$ cat config.mk
export PLATFORM = sky130hd
export DESIGN_NAME = dmi_async_queue_source_flat
export DESIGN_NICKNAME = d
export VERILOG_FILES = /design/src/rtl/dmi_async_queue_source_if.sv /design/src/rtl/dmi_async_queue_source.sv /design/src/flat_wrapper.sv
export SDC_FILE = /design/constraint.sdc
export NUM_CORES = 1
export LEC_CHECK = 0
export ABC_AREA = 1
export CORE_ASPECT_RATIO = 0.7
export CORE_MARGIN = 5
export CORE_UTILIZATION = 60
export DETAILED_ROUTE_END_ITERATION = 16
export DONT_BUFFER_PORTS = 1
export PLACE_DENSITY = 0.79
export SYNTH_ARGS = -nofsm -noshare
export SYNTH_HDL_FRONTEND = slang
export SYNTH_SLANG_ARGS = --single-unit
$ cat constraint.sdc
create_clock -name clock -period 2.3 [get_ports clock]
set_input_delay 0.115 -clock clock [delete_from_list [all_inputs] [get_ports clock]]
set_output_delay 0.115 -clock clock [all_outputs]
set_load 0.05 [all_outputs]
$ cat src/rtl/dmi_async_queue_source_if.sv
// Handshake and crossing bundle between the DTM-side enqueue logic and the queue sink.
// The slave modport is the queue source. The master modport is its environment.
interface dmi_async_queue_source_if #(
  parameter int DEPTH = 8,
  parameter int WIDTH = 41
);
  localparam int AW = $clog2(DEPTH) + 1;

  logic                   enq_valid;
  logic                   enq_ready;
  logic [WIDTH-1:0]       enq_bits;
  logic [DEPTH*WIDTH-1:0] async_mem;
  logic [AW-1:0]          async_widx;
  logic [AW-1:0]          async_ridx;
  logic                   async_source_valid;
  logic                   async_sink_valid;

  modport slave (
    input  enq_valid, enq_bits, async_ridx, async_sink_valid,
    output enq_ready, async_mem, async_widx, async_source_valid
  );

  modport master (
    output enq_valid, enq_bits, async_ridx, async_sink_valid,
    input  enq_ready, async_mem, async_widx, async_source_valid
  );
endinterface

$ cat src/rtl/dmi_async_queue_source.sv
// Enqueue half of the DTM->DM async request queue. It publishes the register file
// and a Gray write index, and it consumes the sink's Gray read index.
module dmi_aqs_sync #(
  parameter int W      = 1,
  parameter int STAGES = 3
) (
  input  logic         clock,
  input  logic         reset_n,
  input  logic [W-1:0] d_in,
  output logic [W-1:0] d_out
);
  logic [STAGES-1:0][W-1:0] chain_q, chain_d;

  always_comb begin
    chain_d = {chain_q[STAGES-2:0], d_in};
  end

  always_ff @(posedge clock or negedge reset_n) begin
    if (!reset_n) chain_q <= '0;
    else          chain_q <= chain_d;
  end

  assign d_out = chain_q[STAGES-1];
endmodule

module dmi_async_queue_source #(
  parameter int DEPTH       = 8,
  parameter int WIDTH       = 41,
  parameter int SYNC_STAGES = 3
) (
  input  logic                       clock,
  input  logic                       reset_n,
  dmi_async_queue_source_if.slave    q
);
  localparam int AW = $clog2(DEPTH) + 1;
  localparam int IW = AW - 1;
  // Full when the Gray indices differ in exactly the top two bits.
  localparam logic [AW-1:0] FULL_MASK = AW'(3) << (AW - 2);

  function automatic logic [AW-1:0] bin2gray(input logic [AW-1:0] b);
    return b ^ (b >> 1);
  endfunction

  logic [AW-1:0] ridx_s;
  logic          sink_ok;

  dmi_aqs_sync #(.W(AW), .STAGES(SYNC_STAGES)) u_ridx_sync (
    .clock(clock), .reset_n(reset_n), .d_in(q.async_ridx), .d_out(ridx_s)
  );

  dmi_aqs_sync #(.W(1), .STAGES(SYNC_STAGES)) u_sink_sync (
    .clock(clock), .reset_n(reset_n), .d_in(q.async_sink_valid), .d_out(sink_ok)
  );

  logic [AW-1:0]                widx_bin_q, widx_bin_d;
  logic [AW-1:0]                widx_gray_q, widx_gray_d;
  logic [DEPTH-1:0][WIDTH-1:0]  mem_q, mem_d;
  logic                         src_valid_q, src_valid_d;
  logic                         full, ready, fire;

  always_comb begin
    full  = (widx_gray_q == (ridx_s ^ FULL_MASK));
    ready = sink_ok & ~full;
    fire  = q.enq_valid & ready;
  end

  always_comb begin
    widx_bin_d  = widx_bin_q;
    widx_gray_d = widx_gray_q;
    mem_d       = mem_q;
    src_valid_d = 1'b1;
    // Losing the sink rewinds the index; it re-handshakes from 0 and the entries are left untouched.
    if (!sink_ok) begin
      widx_bin_d  = '0;
      widx_gray_d = '0;
    end else if (fire) begin
      mem_d[widx_bin_q[IW-1:0]] = q.enq_bits;
      widx_bin_d                = widx_bin_q + 1'b1;
      widx_gray_d               = bin2gray(widx_bin_d);
    end
  end

  always_ff @(posedge clock or negedge reset_n) begin
    if (!reset_n) begin
      widx_bin_q  <= '0;
      widx_gray_q <= '0;
      mem_q       <= '0;
      src_valid_q <= 1'b0;
    end else begin
      widx_bin_q  <= widx_bin_d;
      widx_gray_q <= widx_gray_d;
      mem_q       <= mem_d;
      src_valid_q <= src_valid_d;
    end
  end

  assign q.enq_ready          = ready;
  assign q.async_mem          = mem_q;
  assign q.async_widx         = widx_gray_q;
  assign q.async_source_valid = src_valid_q;
endmodule
$ cat src/flat_wrapper.sv
// flat-port wrapper written by rule: the top's interface ports become plain ports
module dmi_async_queue_source_flat 
#(
  parameter int DEPTH       = 8,
  parameter int WIDTH       = 41,
  parameter int SYNC_STAGES = 3
)
  (clock, reset_n, q_enq_valid, q_enq_bits, q_async_ridx, q_async_sink_valid, q_enq_ready, q_async_mem, q_async_widx, q_async_source_valid);
  dmi_async_queue_source_if #(.DEPTH(DEPTH), .WIDTH(WIDTH)) q_i ();
  input  logic clock;
  input  logic reset_n;
  input wire logic [$bits(q_i.enq_valid)-1:0] q_enq_valid;
  input wire logic [$bits(q_i.enq_bits)-1:0] q_enq_bits;
  input wire logic [$bits(q_i.async_ridx)-1:0] q_async_ridx;
  input wire logic [$bits(q_i.async_sink_valid)-1:0] q_async_sink_valid;
  output wire logic [$bits(q_i.enq_ready)-1:0] q_enq_ready;
  output wire logic [$bits(q_i.async_mem)-1:0] q_async_mem;
  output wire logic [$bits(q_i.async_widx)-1:0] q_async_widx;
  output wire logic [$bits(q_i.async_source_valid)-1:0] q_async_source_valid;
  assign q_i.enq_valid = q_enq_valid;
  assign q_i.enq_bits = q_enq_bits;
  assign q_i.async_ridx = q_async_ridx;
  assign q_i.async_sink_valid = q_async_sink_valid;
  assign q_enq_ready = q_i.enq_ready;
  assign q_async_mem = q_i.async_mem;
  assign q_async_widx = q_i.async_widx;
  assign q_async_source_valid = q_i.async_source_valid;
  dmi_async_queue_source #(.DEPTH(DEPTH), .WIDTH(WIDTH), .SYNC_STAGES(SYNC_STAGES)) u_core (.clock(clock), .reset_n(reset_n), .q(q_i));
endmodule
# After elaboration in Yosys (flattened, before gate mapping)
# Cells that the tools add are included.
# W data, S select, Z words.
[op_classes] multipliers=0 addsub=1 n_reduce_logical=2 n_eq_ne=2 div=0 n_bitwise=5 magnitude_cmp=2 n_mux=7 n_shift=0
[op_table] op="$bwmux W328" n=1
[op_table] op="$demux W41 S3" n=1
[op_table] op="$mux W41" n=1
[op_table] op="$mux W4" n=4
[op_table] op="$add A4 B1 Y4 const B" n=1
[op_table] op="$eq A4 B4 Y1" n=1
[op_table] op="$lt A3 B4 Y1 const B" n=1
[op_table] op="$xor A4 B3 Y4" n=1
[op_table] op="$ge A3 B1 Y1 const B" n=1
[op_table] op="$and A1 B1 Y1" n=2
[op_table] op="$ne A2 B1 Y1 const B" n=1
[op_table] op="$not A2 Y2" n=1
[op_table] op="$reduce_and A2 Y1" n=1
[op_table] op="$logic_and A1 B1 Y1" n=1
[op_table] op="$not A1 Y1" n=1
[totals] in_bits=49 latchBits=0 romBits=0 regBits=352 ram_bits=0 memories=0 output_inout_bits=334 wordCells=36

# Logic depth before layout (Yosys ltp)
# Gate-level depths: netlist of the first run.
[logic_depth] word_depth=7 ltp_mapped=11 depth_no_buf=8

# Cells and area by module
# Synthesis of the first run repeated with hierarchy kept, for this count alone.
[unflattened] hier_cells=1616 hier_area_um2=14716.6
[by_module_without_submodules] mod="dmi_async_queue_source" n_inst=1 cells_per_inst=1601 seq_area_each_um2=8408.1 area_each_um2=14341.3
[by_module_without_submodules] mod="dmi_aqs_sync at u_core.u_ridx_sync" n_inst=1 cells_per_inst=12 seq_area_each_um2=300.3 area_each_um2=300.3
[by_module_without_submodules] mod="dmi_aqs_sync at u_core.u_sink_sync" n_inst=1 cells_per_inst=3 seq_area_each_um2=75.1 area_each_um2=75.1

# Least setup slack after synthesis of the first run
# OpenSTA, ideal clock, no wires.
[synth_path] path_kind="register to register" startpoint="register u_core.widx_gray_q[2] (netlist: u_core.q.async_widx[2])" endpoint="register u_core.mem_q (netlist bit u_core.q.async_mem[295])" setup_ns=0.066 required_time_ns=2.234 stages_incl_launch_ff=11 setup_slack_ns=0.516 synth_period_minus_slack_ns=1.784 n_path_buf=2 t_arrival_ns=1.718 path_cell_list="dfrtp_1 -> nand2_1 -> inv_1 -> nor2_1 -> nand2_1 -> nor2_1 -> nor2_2 -> buf_4 -> buf_2 -> nand4_1 -> nand2_1"
[synth_between] elab_chain_len=5
[synth_rtl] element="from (decl)" line="dmi_async_queue_source.sv:56" source="logic [AW-1:0] widx_gray_q, widx_gray_d;"
[synth_rtl] element="from (signal assigned)" line="dmi_async_queue_source.sv:91" source="widx_gray_q <= widx_gray_d;"
[synth_rtl] element="$eq A4 B4 Y1" line="dmi_async_queue_source.sv:62" source="full = (widx_gray_q == (ridx_s ^ FULL_MASK));"
[synth_rtl] element="$not A1 Y1" line="dmi_async_queue_source.sv:63" source="ready = sink_ok & ~full;"
[synth_rtl] element="$and A1 B1 Y1" line="dmi_async_queue_source.sv:63"
[synth_rtl] element="named net q_enq_ready" line="flat_wrapper.sv:16" source="output wire logic [$bits(q_i.enq_ready)-1:0] q_enq_ready;"
[synth_rtl] element="$and A1 B1 Y1" line="dmi_async_queue_source.sv:64" source="fire = q.enq_valid & ready;"
[synth_rtl] element="$reduce_and A2 Y1 (no line)"
[synth_rtl] element="to (signal assigned)" line="dmi_async_queue_source.sv:92" source="mem_q <= mem_d;"
[synth_rtl] element="to (decl)" line="dmi_async_queue_source.sv:57" source="logic [DEPTH-1:0][WIDTH-1:0] mem_q, mem_d;"
# The timed path passes the listed nets, and every way through them passes these cells.
# A chain may end at the register's enable or synchronous reset.

# Worst setup path after layout of the first run
[layout_path] startpoint="register u_core.widx_bin_q[1]" endpoint="register u_core.mem_q (netlist bit u_core.q.async_mem[100])"
[layout_between] elab_chain_len=5 word_cells_on_any_way=6 cone_classes="order compare (2); mux (3); reduce/logical (1)"
[layout_rtl] element="from (decl)" line="dmi_async_queue_source.sv:55" source="logic [AW-1:0] widx_bin_q, widx_bin_d;"
[layout_rtl] element="from (signal assigned)" line="dmi_async_queue_source.sv:90" source="widx_bin_q <= widx_bin_d;"
[layout_rtl] element="$lt A3 B4 Y1 (implied by the code) or $ge A3 B1 Y1 (tied branches)" line="dmi_async_queue_source.sv:77" source="mem_d[widx_bin_q[IW-1:0]] = q.enq_bits;"
[layout_rtl] element="$logic_and A1 B1 Y1 (implied by the code)" line="dmi_async_queue_source.sv:77"
[layout_rtl] element="$mux W41 (implied by the code)" line="dmi_async_queue_source.sv:77"
[layout_rtl] element="$demux W41 S3 (*)"
[layout_rtl] element="$bwmux W328 (*)" line="dmi_async_queue_source.sv:77"
# Every way passes the cells marked *; elsewhere a longest branch is shown, timed or not.

==> results of run 1 <==
==> metrics by stage <==
stage	TNS, ps	std cells	cell area (um2)
2_1_floorplan	0	1616	14700
3_3_place_gp	0	1789	14600
3_5_place_dp	0	1789	14600
4_1_cts	0	1961	16900
5_1_grt	-15.1	1978	17100
6_report	0	1980	17100
==> synthesized netlist by cell type, drive strengths merged <==
cell type	number	area, um2
nor2	8	32.5
ha	1	12.5
nor3	7	88.8
buf	90	485
clkinv	2	7.51
clkbuf	96	412
xnor2	1	8.76
inv	14	52.6
xor2	1	8.76
conb	1	3.75
nand4	336	2100
nand2	689	2590
nand3	17	85.1
dfrtp	351	8780
or2	2	12.5
==> critical path, cell delays in order, from the launching register on <==
cell and delay, ps:
dfrtp_2 530, inv_2 130, nor3_4 140, buf_4 520, nand4_1 170, dlygate4sd3_1 590
nand2_1 90
==> routing by layer <==
metal,part of all wire [%],GRT usage [%],vias to the layer above
met4,3.6,11.4,0
met3,15,14.0,147
met5,0,0,-
met2,45,52.0,957
met1,37,46.0,6465
li1,-,-,5460
==> state kept, by name (all words and copies together) (netlist names) <==
name / count
u_core.u_ridx_sync.d_out: 4
u_core.widx_bin_q: 3
u_core.q.async_mem: 328
u_core.q.async_source_valid: 1
u_core.u_sink_sync.d_out: 1
u_core.q.async_widx: 4
u_core.u_sink_sync.chain_d: 2
u_core.u_ridx_sync.chain_d: 8
==> worst paths after layout <==
| path | cells past startpoint | from | slack (ps) | to |
|---|---|---|---|---|
| min in group clock | 2 | q_enq_valid | -260 | u_core.q.async_mem[180]$_DFFE_PN0P_ |
| max in group asynchronous | 0 | reset_n | 2100 | u_core.u_ridx_sync.d_out[1]$_DFF_PN0_ |
| worst max-delay path | 6 | u_core.widx_bin_q[1]$_DFFE_PN0P_ | 40 | u_core.q.async_mem[100]$_DFFE_PN0P_ |
| worst max register to register | 6 | u_core.widx_bin_q[1]$_DFFE_PN0P_ | 40 | u_core.q.async_mem[100]$_DFFE_PN0P_ |
| worst min register to register | 0 | u_core.u_ridx_sync.chain_d[4]$_DFF_PN0_ | 350 | u_core.u_ridx_sync.chain_d[8]$_DFF_PN0_ |
| worst min-delay path | 0 | reset_n | -760 | u_core.q.async_mem[10]$_DFFE_PN0P_ |
==> where the power goes <==
| part | total [uW] | leakage [uW] | internal (uW) | switching (uW) |
|---|---|---|---|---|
| combinational | 1970 | 0.00356 | 756 | 1210 |
| clock | 5700 | 0.000561 | 3350 | 2350 |
| sequential | 12600 | 0.00466 | 7250 | 5340 |
==> cells by family after synthesis <==
| group | after synthesis | share of synthesized area, % |
|---|---|---|
| simple gates | 1059 | 33.4 |
| flops | 351 | 59.8 |
| buf+inv | 202 | 6.52 |
| xor+xnor | 2 | 0.119 |
| fa+ha+maj | 1 | 0.0852 |
| other cells | 1 | 0.0255 |
==> final cells by class <==
cell class / count / area (um2) / share of cell area [%]
tap: 318 / 398 / 2.33
multi-input combinational: 1063 / 4970 / 29.1
inverter: 16 / 60.1 / 0.351
clock buffer: 39 / 866 / 5.06
timing repair buffer: 171 / 1760 / 10.3
sequential: 351 / 8790 / 51.4
clock inverter: 18 / 259 / 1.51
antenna: 4 / 10.0 / 0.0585
==> timing repair <==
| item | in CTS | in global routing |
|---|---|---|
| buffers inserted | 0 | 2 |
| endpoints found under the hold margin | 691 | 618 |
| hold buffers | 114 | 11 |
| setup endpoints to repair | 1 | 39 |
| resized for setup | 1 | 4 |
| cloned | 1 | 2 |
==> metrics, run 1 <==
CP Class reg -> reg; Core ar. 23900 um2; endpoint type of the worst setup path flip-flop; Die ar. 27700 um2; leakage power 0.00879 uW; hold_ws -756 ps; CTS tree yes; Setup WS pre-CTS 259 ps; layout cell share with drive strength beyond 1 7.12%; final hold viol count 444; CP Max Fanout 41; vias in the first global route 12700; Total Nets Final 1684; Mapped Avg Cell Area 9.09 um2; CTS max path bufs 3; GPL Wtd Cong 0.841; drt first pass iters 5; Clock transition at path regs 70 ps; failing checks hold timing; pin slew with the least headroom to its limit 1160 ps; hpwl dp 28800 um; Routed Antenna Nets 0; # rows 47; Layout Utilization 71.7%; H-tree depth 1; Synth Register Bits 351; total chip power 20300 uW; minimum clock period after layout 2260 ps; Power Density 1180 nW/um2; initial antenna violation count 2; Initial Utilization 61.5%; mapped cell area 14700 um2; Final period util 98.3%; Max Cap Viol 0; Global Route Usage Sum 34.5%; Final Skew 15.9 ps; Fmax 443 MHz; # clock sinks 351; # IOs 383; leading cell type in the layout, fill and taps excluded nand2_1; first-pass GRT wire length 75800 um; die width 197 um; Max Slew Vio Count 0; class of the worst hold path in -> async; Fillers 1628; status complete, but fails checks; number of DRC markers in iteration 0 1519; crit path launch type flip-flop; Post-Route WL 50000 um; routed len/inst 25.3 um; Syn Inst Count 1616; required time of the critical path 2790 ps; largest net degree at the start of global routing 352; IO buf count 0; GRT overflow 0; clock latency at the later pin of the worst-skew pair 560 ps; Final Setup Violations 0; Slew HR 22.7%; Synth Net Count 1666; P&R area growth vs syn 16.5%; most frequent cells in the layout nand2_1, dfrtp_1, nand4_1, dlygate4sd3_1, buf_4; Die Ht 141 um; Yosys cell types 22; Num CTS Buffers 31; Clock Tree Root clkbuf_16; Residual DRC 0; via count 13000; arrival time at the worst endpoint 2750 ps; vias per cell 6.58; final setup margin 40.2 ps; worst vdd ir 0.000803 V; synth warn 0; Seq/Total Area, Yosys 59.8%
Power figures use the tool's default switching activity.
==> inputs of run 2 (changes only) <==
- HOLD_SLACK_MARGIN: unset -> 0.12
- REMOVE_ABC_BUFFERS: unset -> 1
==> run 2 against run 1 <==
Compared with the run above: the run ends with hold timing, setup timing left; flip-flop and latch count is the same; fmax shrank 5.0%; worst hold slack gained 59 ps; combinational power grew 17%; sequential share of layout area shrank 4.4 points; clock power shrank 4.4%; clock skew shrank 0.64 ps; register-to-register slack lost 120 ps; core utilization grew 6.8 points; largest cell class unchanged.
==> metrics, run 2 (synthesis gave the netlist of run 1 again) <==
GR Util met1 45.8%; Slew HR 23.6%; IO buf count 0; Residual DRC 0; GRT overflow 0; CTS max path bufs 3; Flop pwr share 61.9%; hold_ws -698 ps; leading cell type in the layout, fill and taps excluded nand2_1; CP Class reg -> reg; Finished Layout Cells 2140; CTS tree yes; number of DRC markers in iteration 0 1972; Worst setup startpoint u_core.q.async_widx[3]$_DFFE_PN0P_; crit path launch type flip-flop; Comb pwr share 11.3%; reg2reg setup slack -80 ps; vias per cell 6.79; final hold viol count 351; vias in the first global route 13800; routing usage on met2 56.3%; worst-case reg-to-reg path depth 11; CP peak stage delay 610 ps; CP Max Fanout 30; leakage power 0.00913 uW; Sw Share 45.0%; Max Slew Vio Count 0; Fillers 1343; # IOs 383; P&R area growth vs syn 27.5%; Fmax 420 MHz; first-pass GRT wire length 80000 um; Clock transition at path regs 70 ps; Sequential cell area 8790 um2; Psw 9160 uW; initial antenna violation count 1; Num CTS Buffers 34; die width 197 um; largest net degree at the start of global routing 352; required time of the critical path 2680 ps; Global Route Usage Sum 36.4%; GPL Wtd Cong 0.844; hpwl dp 28700 um; layout cell share with drive strength beyond 1 7.69%; failing checks hold timing, setup timing; CP Capture Point u_core.q.async_mem[54]$_DFFE_PN0P_; arrival time at the worst endpoint 2760 ps; drt first pass iters 8; internal power 11200 uW; unrepaired setup endpoints after global routing true; endpoint type of the worst setup path flip-flop; Initial Utilization 61.5%; most frequent cells in the layout nand2_1, dfrtp_1, nand4_1, dlygate4sd3_1, buf_4; Final Setup Violations 36; critical path depth 11; Die ar. 27700 um2; most frequent CP cell nand2_1; via count 14500; slowest stage cell on the critical path dlygate4sd3_1; gr busiest metal met2; Clk pwr share 26.8%; Routed Antenna Nets 0; class of the worst hold path in -> async; CP bufs+invs 4; routed len/inst 26.8 um; Post-Route WL 57400 um; Core ar. 23900 um2; minimum clock period after layout 2380 ps; Clock Tree Root clkbuf_16; Cells after DPL 1794; clock latency at the later pin of the worst-skew pair 510 ps; status complete, but fails checks; max reg flops 328; Total Nets Final 1852; met3 global-route usage 15.0%; Power Density 1090 nW/um2; final setup margin -79.6 ps; # clock sinks 351; Final period util 103%; Setup TNS Final -741 ps; H-tree depth 2; Multi-input gate area 4980 um2; delay-heaviest family, CP buffers and inverters; # rows 47; Final Skew 15.3 ps; critical-path cell list nand2_1 -> clkinv_1 -> nor2_1 -> nand2_1 -> nor2_2 -> nor2_4 -> buf_12 -> buf_12 -> nand4_1 -> dlygate4sd3_1 -> nand2_1; Max Cap Viol 0; pin slew with the least headroom to its limit 1150 ps; RR Startpoint u_core.q.async_widx[3]$_DFFE_PN0P_; Die Ht 141 um; r2r endpoint u_core.q.async_mem[54]$_DFFE_PN0P_; worst vdd ir 0.000782 V
-- run 2: what timing repair did --
| item | in CTS | in global routing |
|---|---|---|
| hold endpoints to repair | 691 | 514 |
| hold buffers | 222 | 48 |
| endpoints found under the setup margin | 0 | 149 |
| gates resized for setup | 0 | 13 |
| setup buffers | 0 | 15 |
-- run 2: worst min path at each step --
stage | endpoint | slack (ps) | startpoint | cells after the start
after detailed placement | u_core.q.async_mem[183]$_DFFE_PN0P_ | -170 | reset_n | 0
after global routing | u_core.q.async_mem[183]$_DFFE_PN0P_ | -720 | reset_n | 0
after CTS | u_core.q.async_mem[183]$_DFFE_PN0P_ | -710 | reset_n | 0
after floorplan | u_core.q.async_mem[0]$_DFFE_PN0P_ | -180 | reset_n | 0
after global placement | u_core.q.async_mem[5]$_DFFE_PN0P_ | -170 | reset_n | 0
final | u_core.q.async_mem[183]$_DFFE_PN0P_ | -700 | reset_n | 0
-- run 2: through the flow --
step | hold WS (ps) | util [%] | total power, uW | worst slack [ps] | area (um2)
4_1_cts | -713 | 75.1 | 19900 | 17.4 | 17900
3_3_place_gp | -171 | 61.3 | 14200 | 561 | 14600
6_report | -698 | 78.4 | 20300 | -79.6 | 18700
5_1_grt | -721 | 78.4 | 20900 | -131 | 18700
3_5_place_dp | -173 | 61.3 | 14300 | 476 | 14600
2_1_floorplan | -181 | - | 13400 | -5460 | 13800
-- run 2: area by class of cell --
type	instances	area share, %
flip-flops and latches	351	46.9
multi-input cells	1063	26.6
repair buffers	336	18.3
clock buffers	48	5.37
well taps	318	2.13
inverters	16	0.321
clock inverters	6	0.261
diodes	2	0.0267
-- run 2: power groups by stage --
stage	Sequential [uW]	Combinational (uW)	Clock [uW]
finish	12600	2300	5450
global route	12700	2500	5730
floorplan	12200	1210	0
detailed placement	12600	1690	0
global placement	12600	1570	0
CTS	12500	1980	5430
-- run 2: metal layers --
| layer | part of all wire, % | vias up |
|---|---|---|
| met5 | 0.14 | - |
| met4 | 5.4 | 2 |
| met3 | 17 | 318 |
| met2 | 44 | 1403 |
| met1 | 33 | 7016 |
| li1 | - | 5791 |
==> inputs of run 3 (changes only) <==
- SKIP_CTS_REPAIR_TIMING: unset -> 1
==> run 3 against run 2 <==
Compared with the run above: the flow still finishes with violations (hold timing, setup timing); critical endpoint is now u_core.q.async_mem[97]$_DFFE_PN0P_; clock skew up 5.1 ps; count of clock-buffer cells in the layout unchanged; sequential power hardly changed; register-to-register slack improved by 70 ps; global-route usage decreased by 3.4 points.
==> metrics, run 3 (synthesis gave the netlist of run 1 again) <==
status complete, but fails checks; failing checks hold timing, setup timing; Num CTS Buffers 34; Clk pwr share 27.1%; Clock Tree Root clkbuf_16; slowest stage cell on the critical path dfrtp_1; IO buf count 0; arrival time at the worst endpoint 2750 ps; drt first pass iters 6; endpoint type of the worst setup path flip-flop; Final period util 100%; # clock sinks 351; first-pass GRT wire length 72400 um; reg2reg setup slack -9 ps; class of the worst hold path in -> async; die width 197 um; vias per cell 6.60; r2r endpoint u_core.q.async_mem[97]$_DFFE_PN0P_; # rows 47; total chip power 19800 uW; Max Cap Viol 0; Cells after DPL 1794; max reg flops 328; CP Class reg -> reg; leading cell type in the layout, fill and taps excluded nand2_1; Final Skew 20.4 ps; Slew HR 16.1%; Worst setup startpoint u_core.widx_bin_q[1]$_DFFE_PN0P_; P&R area growth vs syn 12.0%; initial antenna violation count 4; Max Slew Vio Count 0; most frequent cells in the layout nand2_1, dfrtp_1, nand4_1, dlygate4sd3_1, buf_4; required time of the critical path 2740 ps; clock latency at the later pin of the worst-skew pair 500 ps; Fmax 433 MHz; hold_ws -701 ps; Residual DRC 0; largest net degree at the start of global routing 352; Post-Route WL 48400 um; CTS tree yes; Initial Utilization 61.5%; final hold viol count 418; H-tree depth 2; Psw 8790 uW; minimum clock period after layout 2310 ps; worst-case reg-to-reg path depth 6; critical path depth 6; Flop pwr share 63.3%; number of DRC markers in iteration 0 1396; final setup margin -9.08 ps; # IOs 383; Power Density 1200 nW/um2; GRT overflow 0; layout cell share with drive strength beyond 1 6.80%; pin slew with the least headroom to its limit 1260 ps; leakage power 0.00864 uW; Sw Share 44.4%; CP Max Fanout 18; Total Nets Final 1636; critical-path cell list inv_2 -> nor3_4 -> buf_4 -> nand4_1 -> dlygate4sd3_1 -> nand2_1; crit path launch type flip-flop; design area 16400 um2; Routed Antenna Nets 0; Die Ht 141 um; GPL Wtd Cong 0.844; CP bufs+invs 3; internal power 11000 uW; CP Capture Point u_core.q.async_mem[97]$_DFFE_PN0P_; Fillers 1744; GR Util met1 44.5%; hpwl dp 28700 um; Comb pwr share 9.7%; Final Setup Violations 1; gr busiest metal met2; RR Startpoint u_core.widx_bin_q[1]$_DFFE_PN0P_; Core ar. 23900 um2; delay-heaviest family, CP buffers and inverters; Clock transition at path regs 70 ps; Global Route Usage Sum 33.1%; Finished Layout Cells 1926; CP peak stage delay 670 ps; via count 12700; Layout Utilization 68.9%; placed cell area 14600 um2; CTS max path bufs 3; worst vdd ir 0.000775 V; vias in the first global route 12100; met3 global-route usage 13.8%; routed len/inst 25.1 um; routing usage on met2 49.8%; Die ar. 27700 um2
==> run 3: cell count changes in the layout (fill, tap and decap cells not counted), sizes merged <==
cell / delta
dlygate4sd3: -191
buf: -17
clkbuf: -6
diode: +2
dlymetal6s4s: -2
==> run 3: metrics by stage <==
stage	setup TNS (ps)	worst slack, ps
after global placement	0	561
final	-9.08	-9.08
after floorplan	-1832520	-5460
after CTS	0	165
after detailed placement	0	476
after global routing	-170	-47.8
==> run 3: worst min path at each step <==
stage | start | end | slack, ps | cells after the start
after floorplan | reset_n | u_core.q.async_mem[0]$_DFFE_PN0P_ | -180 | 0
after global placement | reset_n | u_core.q.async_mem[5]$_DFFE_PN0P_ | -170 | 0
after detailed placement | reset_n | u_core.q.async_mem[183]$_DFFE_PN0P_ | -170 | 0
after CTS | reset_n | u_core.q.async_mem[183]$_DFFE_PN0P_ | -710 | 0
after global routing | reset_n | u_core.q.async_mem[183]$_DFFE_PN0P_ | -720 | 0
final | reset_n | u_core.q.async_mem[183]$_DFFE_PN0P_ | -700 | 0
==> run 3: area by class of cell <==
cell class | count | area [um2] | share of cell area, %
clock inverter | 6 | 48.8 | 0.297
sequential | 351 | 8780 | 53.4
multi-input combinational | 1063 | 4970 | 30.2
timing repair buffer | 120 | 1170 | 7.13
tap | 318 | 398 | 2.42
inverter | 16 | 60.1 | 0.365
antenna | 4 | 10.0 | 0.0609
clock buffer | 48 | 1000 | 6.11
==> run 3: power groups by stage <==
stage | Sequential, uW | Combinational, uW | Clock, uW
CTS | 12500 | 1700 | 5430
finish | 12500 | 1920 | 5360
floorplan | 12200 | 1210 | 0
detailed placement | 12600 | 1690 | 0
global placement | 12600 | 1570 | 0
global route | 12600 | 2150 | 5690
==> run 3: worst reg2reg max path: cells and delay by family, from the launching register on <==
family	cells	cell delay (ps)
AND/OR/NAND/NOR	3	430
buffers and inverters	3	1140
flip-flops	1	670
==> run 3: per-layer routing <==
metal	part of all wire, %	vias to the layer above
met3	15	145
met4	3.3	0
met5	0	-
met1	37	6240
met2	45	964
li1	-	5367
